===== config.mk =====
export PLATFORM = sky130hd
export DESIGN_NAME = coke_buyer
export DESIGN_NICKNAME = d
export VERILOG_FILES = /design/src/rtl/coke_pkg.sv /design/src/rtl/coke_buyer.sv
export SDC_FILE = /design/constraint.sdc
export NUM_CORES = 1
export LEC_CHECK = 0
export CAP_MARGIN = 20
export CORE_UTILIZATION = 58
export DETAILED_ROUTE_END_ITERATION = 16
export PLACE_DENSITY = 0.85
export SKIP_LAST_GASP = 1
export SLEW_MARGIN = 20
export SYNTH_ARGS = -nofsm -noshare
export SYNTH_HDL_FRONTEND = slang
export SYNTH_SLANG_ARGS = --single-unit

===== constraint.sdc =====
create_clock -name clk -period 4.53 [get_ports clk]
set_input_delay 1.1325 -clock clk [delete_from_list [all_inputs] [get_ports clk]]
set_output_delay 1.1325 -clock clk [all_outputs]
set_load 0.02 [all_outputs]

===== src/rtl/coke_pkg.sv =====
// Shared constants and state encoding for the vending interface (buyer and vending FSMs).
package coke_pkg;

    typedef enum logic [1:0] {
        StIdle = 2'd0,
        StPay  = 2'd1,
        StGap  = 2'd2,
        StWait = 2'd3
    } state_e;

    localparam int unsigned PRICE_DEFAULT = 3;

    // Bits needed to hold 0..max_val; never less than one bit.
    function automatic int unsigned cnt_width(input int unsigned max_val);
        return (max_val > 0) ? $clog2(max_val + 1) : 1;
    endfunction

endpackage


===== src/rtl/coke_buyer.sv =====
// Customer-side initiator: pays PRICE units per coke, waits for coke_in, flags timeouts.
// Optional spurious-delivery checker enabled by defining COKE_BUYER_SPUR_CHK_EN.
module coke_buyer
    import coke_pkg::*;
#(
    parameter int unsigned PRICE   = PRICE_DEFAULT,
    parameter int unsigned CNT_W   = 8,
    parameter int unsigned GAP     = 0,
    parameter int unsigned TIMEOUT = 4
) (
    input  logic             clk,
    input  logic             rst_n,
    input  logic             req_valid_i,
    output logic             req_ready_o,
    input  logic [CNT_W-1:0] req_qty_i,
    output logic             pay_o,
    input  logic             coke_in_i,
    output logic             busy_o,
    output logic             done_o,
    output logic             err_o,
    output logic [CNT_W-1:0] delivered_o
`ifdef COKE_BUYER_SPUR_CHK_EN
    ,
    output logic             spur_o,
    output logic [CNT_W-1:0] spur_cnt_o
`endif
);

    localparam int unsigned UnitW = cnt_width(PRICE);
    localparam int unsigned GapW  = cnt_width(GAP);
    localparam int unsigned TmrW  = cnt_width(TIMEOUT);

    state_e             state_q, state_d;
    logic [UnitW-1:0]   unit_q, unit_d;
    logic [GapW-1:0]    gap_q, gap_d;
    logic [TmrW-1:0]    tmr_q, tmr_d;
    logic [CNT_W-1:0]   rem_q, rem_d;
    logic [CNT_W-1:0]   deliv_q, deliv_d;
    logic               pay_q, done_q, done_d, err_q, err_d;

    always_comb begin
        state_d = state_q;
        unit_d  = unit_q;
        gap_d   = gap_q;
        tmr_d   = tmr_q;
        rem_d   = rem_q;
        deliv_d = deliv_q;
        done_d  = 1'b0;
        err_d   = 1'b0;
        unique case (state_q)
            StIdle: begin
                if (req_valid_i) begin
                    deliv_d = '0;
                    rem_d   = req_qty_i;
                    unit_d  = '0;
                    if (req_qty_i == '0) begin
                        done_d = 1'b1;
                    end else begin
                        state_d = StPay;
                    end
                end
            end
            StPay: begin
                unit_d = unit_q + UnitW'(1);
                if (unit_q == UnitW'(PRICE - 1)) begin
                    state_d = StWait;
                    tmr_d   = '0;
                end else if (GAP == 0) begin
                    state_d = StPay;
                end else begin
                    state_d = StGap;
                    gap_d   = '0;
                end
            end
            StGap: begin
                gap_d = gap_q + GapW'(1);
                if (gap_q == GapW'(GAP - 1)) begin
                    state_d = StPay;
                end
            end
            StWait: begin
                if (coke_in_i) begin
                    deliv_d = deliv_q + CNT_W'(1);
                    rem_d   = rem_q - CNT_W'(1);
                    unit_d  = '0;
                    // Next coke's first pay cycle directly follows the delivery cycle.
                    if (rem_q == CNT_W'(1)) begin
                        state_d = StIdle;
                        done_d  = 1'b1;
                    end else begin
                        state_d = StPay;
                    end
                end else begin
                    tmr_d = tmr_q + TmrW'(1);
                    if (tmr_q == TmrW'(TIMEOUT - 1)) begin
                        state_d = StIdle;
                        err_d   = 1'b1;
                    end
                end
            end
            default: state_d = StIdle;
        endcase
    end

    always_ff @(posedge clk or negedge rst_n) begin
        if (!rst_n) begin
            state_q <= StIdle;
            unit_q  <= '0;
            gap_q   <= '0;
            tmr_q   <= '0;
            rem_q   <= '0;
            deliv_q <= '0;
            pay_q   <= 1'b0;
            done_q  <= 1'b0;
            err_q   <= 1'b0;
        end else begin
            state_q <= state_d;
            unit_q  <= unit_d;
            gap_q   <= gap_d;
            tmr_q   <= tmr_d;
            rem_q   <= rem_d;
            deliv_q <= deliv_d;
            pay_q   <= (state_d == StPay);
            done_q  <= done_d;
            err_q   <= err_d;
        end
    end

    assign req_ready_o = (state_q == StIdle);
    assign busy_o      = (state_q != StIdle);
    assign pay_o       = pay_q;
    assign done_o      = done_q;
    assign err_o       = err_q;
    assign delivered_o = deliv_q;

`ifdef COKE_BUYER_SPUR_CHK_EN
    logic             spur_q;
    logic [CNT_W-1:0] spur_cnt_q;
    logic             spur_hit;

    // The state after an accepted delivery is never WAIT, so a repeat pulse is caught too.
    assign spur_hit = coke_in_i && (state_q != StWait);

    always_ff @(posedge clk or negedge rst_n) begin
        if (!rst_n) begin
            spur_q     <= 1'b0;
            spur_cnt_q <= '0;
        end else begin
            spur_q <= spur_hit;
            if (spur_hit && (spur_cnt_q != '1)) begin
                spur_cnt_q <= spur_cnt_q + CNT_W'(1);
            end
        end
    end

    assign spur_o     = spur_q;
    assign spur_cnt_o = spur_cnt_q;
`endif

endmodule


Word-level counts from Yosys, hierarchy flattened
Cells that the tools add are included.

Input bits: 12. Logic and storage cells: 62. Output and inout port bits: 13. Register bits: 27.

Eq/ne operators: 11. Add/sub/neg operators: 5. Reduce and logical (&&, ||, !) cells: 9. Mux-type cells: 28.

Operators by type and width (number): 8-bit two-way mux (4); 8-bit case mux with 2 select lines (2); 2-bit two-way mux (8); 3-bit AND reduction (3); 8-bit by 1-bit adder with 8-bit output, second input constant (1); 8-bit by 1-bit == test with 1-bit output, second input constant (1); 8-bit logical NOT (1); 1-bit two-way mux (8); 2-bit inequality test, second input constant (4); 2-bit case mux with 4 select lines (1); 8-bit by 1-bit subtractor with 8-bit output, second input constant (1); 2-bit == test, second input constant (3); 3-bit two-way mux (2); 2-bit case mux with 3 select lines (1); 3-bit case mux with 2 select lines (1); 2-bit nonzero test (3); 2-bit by 1-bit == test with 1-bit output, second input constant (2); 3-bit by 1-bit adder with 3-bit output, second input constant (1); 3-bit by 2-bit == test with 1-bit output, second input constant (1); 3-bit nonzero test (1); 2-bit by 1-bit adder with 2-bit output, second input constant (1); 2-bit logical NOT (1); 1-bit case mux with 2 select lines (1); 1-bit adder, second input constant (1).

Logic depth before layout (Yosys ltp)
Word-level depth: 5. Depth in mapped cells: 7. Depth with buffers taken out: 6.

Least setup slack after synthesis
No wires, ideal clock.

Path type: input to register. From: input port req_valid_i. To: register deliv_q[7], in the netlist delivered_o[7]. Stages on the path: 5. Arrival: 2.158 ns. Path buffers: 2. Required time: 4.406 ns. Library setup time: 0.124 ns. Path slack: 2.249 ns. Cell sequence: buf_2 -> nor2b_1 -> or3_4 -> buf_6 -> a211o_1.

Cells in the longest elaborated chain, start to end: 2.

RTL lines: from (decl) (RTL line coke_buyer.sv:13) `input logic req_valid_i,`; 2-bit inequality test (no line); 3-bit AND reduction (no line); to (signal assigned) (RTL line coke_buyer.sv:122) `deliv_q <= deliv_d;`; to (decl) (RTL line coke_buyer.sv:38) `logic [CNT_W-1:0] deliv_q, deliv_d;`.

No other way between the ends. A chain may end at the register's enable or synchronous reset.

Worst setup path after layout
From: register state_q[1]. To: output port busy_o.

Cells in the longest elaborated chain, start to end: 1.

RTL lines: from (decl) (RTL line coke_buyer.sv:33) `state_e state_q, state_d;`; from (signal assigned) (RTL line coke_buyer.sv:107) `state_q <= StIdle;`; from (signal assigned) (RTL line coke_buyer.sv:117) `state_q <= state_d;`; 2-bit nonzero test (RTL line coke_buyer.sv:130) `assign busy_o = (state_q != StIdle);`; to (decl) (RTL line coke_buyer.sv:18) `output logic busy_o,`.

No other way between the ends.

==> flow_summary.ini <==
[synthesis]
synth_top_family_by_area = simple AND/OR/NAND/NOR gates
syn_area_um2 = 1720
synthArstFlopShare_pct = 100
synthFlopType = dfrtp_1
syn_area_per_cell_um2 = 8.96
ys_warn_count = 0
syn-instance-count = 192
synthMuxAreaShare_pct = 2.91
synth_simple_gate_area_share_pct = 23.9
synth-compound-area-share_pct = 21.1
synthesis.nets = 214
synth_xor_xnor_area_share_pct = 0.509
synth.distinct_cells = 50
ys_seq_area_share_pct = 39.3
ys_seq_elements = 27
synth_edf_count = 0
synthAdderAreaFrac_pct = 7.27

[placement]
hpwl_mm = 2.73
io_buffers = 24
gp_congestion = 0.825

[timing]
period_needed_ps = 3330
finalCritPeriodShare_pct = 73.5
clock_skew_ps = 7.32
tightestPinTransition_ps = 885
hold_violations = 0
setup_tns_ps = 0
max_freq_mhz = 300
setup_viol = 0
slew_headroom_pct = 41.0
finalMaxSlewViolations = 0
rsz0062_at_grt = no

[setup_path]
crit_top_cell = inv_1
cp-end-kind = output port
path_max_fanout = 16
crit_arrival_ps = 2200
worstSetupPathType = reg -> out
reg2reg_slack_ps = 1920
crit_slowest_cell = clkdlybuf4s50_1
crit_family = buffers and inverters
worst_ep_required_time_ps = 3400
slowest_delay_ps = 580
path_cells = inv_1 > ha_1 > inv_1 > clkdlybuf4s50_1
crit_path_start_kind = flip-flop
cp_num_buf_inv = 3

[pwr]
p_leak_nw = 0.857
powerDensity_nw_per_um2 = 544
ir_worst_vdd_uv = 464

[clocking]
post_cts_resized = 0
cts_hold_buf = 0
clock_path_buffers = 2
cts_max_level = 1
clkTransAtPathRegs_ps = 150
clock_latency_ps = 340
cts-root-buf = clkbuf_4
cts_setup_buffers = 0
cts_inserted_buffers = 3
clock_sinks = 27
tritoncts = done

[grt]
grt_max_degree = 28
grt.overflow.total = 0
antenna_found_initial = 0
grt.total_usage_pct = 26.7
grt_pass1_vias = 1525
grt_pass1_wl_mm = 6.78

[cells_and_area]
nNetsFinal = 237
diodes = 0
final_cell_mix = dfrtp_1 (27), clkdlybuf4s50_1 (24), nand2_1 (20)
final_util_pct = 71.7
drive_gt1_share_pct = 6.54
final_common_cell = dfrtp_1
syn2layout_area_growth_pct = 15.9

[floorplanning]
io_pins = 25
die-area_um2 = 3190
row_count = 19
core_area_um2 = 2780
initial_core_util_pct = 61.9
die_w_um = 56.5
die_h_um = 56.5

[run_status]
status = finished, final reports clean

[route]
postRouteAntennaNets = 0
drc = 0
dr.first_iter.drc_count = 52
drt-pass1-iter-count = 4
dr_total_vias = 1537
viasPerCell = 6.27
drt_wl_total_mm = 3.67
wl_per_cell_um = 15.0

[hold_path]
hp-class = reg -> reg

[run]
max-cap-violations = 0
## stage by stage
stage	hold WS [ps]	power (mW)	area (um2)	instances	setup slack, ps
2_1_floorplan	449	0.832	1720	192	2250
3_3_place_gp	467	0.944	1960	241	1620
3_5_place_dp	474	0.975	1960	241	1540
4_1_cts	497	1.09	1990	245	1220
5_1_grt	523	1.19	1990	245	1070
6_report	493	1.09	1990	245	1200
## state kept, by name, summed over array words and instances, names as in the netlist
register,flops
delivered_o,8
rem_q,8
tmr_q,3
state_q,2
unit_q,2
done_o,1
err_o,1
gap_q,1
pay_o,1
## cells by family after synthesis
logic type,Yosys count
compound gates,55
xor+xnor,1
fa+ha+maj,10
buf+inv,19
flops,27
mux,5
simple gates,75
## cell usage after synthesis, types with 2 or more instances
cell / n / area share, %
nand2_1: 20 / 4.4
nand2b_1: 4 / 1.5
nor4_1: 3 / 1.1
and2_1: 3 / 1.1
o22ai_1: 5 / 1.8
or2_2: 2 / 0.73
a22o_1: 3 / 1.5
nor3_1: 3 / 0.87
ha_1: 10 / 7.3
a21oi_1: 13 / 3.8
or4_1: 2 / 0.87
nor2b_1: 3 / 1.1
inv_1: 11 / 2.4
nand4_1: 2 / 0.73
nor2_1: 15 / 3.3
clkbuf_1: 4 / 0.87
o22a_1: 2 / 1.0
o21ai_0: 14 / 4.1
buf_6: 2 / 1.3
dfrtp_1: 27 / 39
nand3_1: 9 / 2.6
mux2i_1: 5 / 2.9
o31ai_1: 2 / 0.87
a32oi_1: 2 / 1.0
## report_power, final
group / total (mW) / leakage (nW) / internal (mW) / switching, mW
logic: 0.579 / 0.504 / 0.241 / 0.338
registers: 0.398 / 0.339 / 0.313 / 0.0850
clock network: 0.110 / 0.0139 / 0.0339 / 0.0756
## worst register-to-register path, cell delays in order (launching register included)
cell and delay, ps:
dfrtp_1 480, ha_1 780, clkinv_1 530, o311a_1 500, a211oi_1 260
## metal layers
layer	global-route usage, %	vias up	part of all wire (%)
li1	-	740	-
met1	36.9	743	47
met2	42.5	48	47
met3	3.23	6	4.4
met4	10.5	0	1.6
met5	0	-	0
## cell type report
class / instances / area [um2]
repair buffers: 25 / 248
flip-flops and latches: 27 / 676
inverters: 12 / 45.0
multi-input cells: 146 / 957
fillers: 198 / 787
well taps: 31 / 38.8
clock inverters: 1 / 7.51
clock buffers: 3 / 22.5
## path summary, 6_finish.rpt
check,cells past startpoint,startpoint,end
worst max-delay path,4,state_q[1],busy_o
worst min-delay path,1,gap_q,gap_q
worst max register to register,4,state_q[1],pay_o
worst min register to register,1,gap_q,gap_q
max in group asynchronous,2,rst_n,delivered_o[7]
min in group asynchronous,2,rst_n,delivered_o[5]
(Power assumes the default switching activity.)
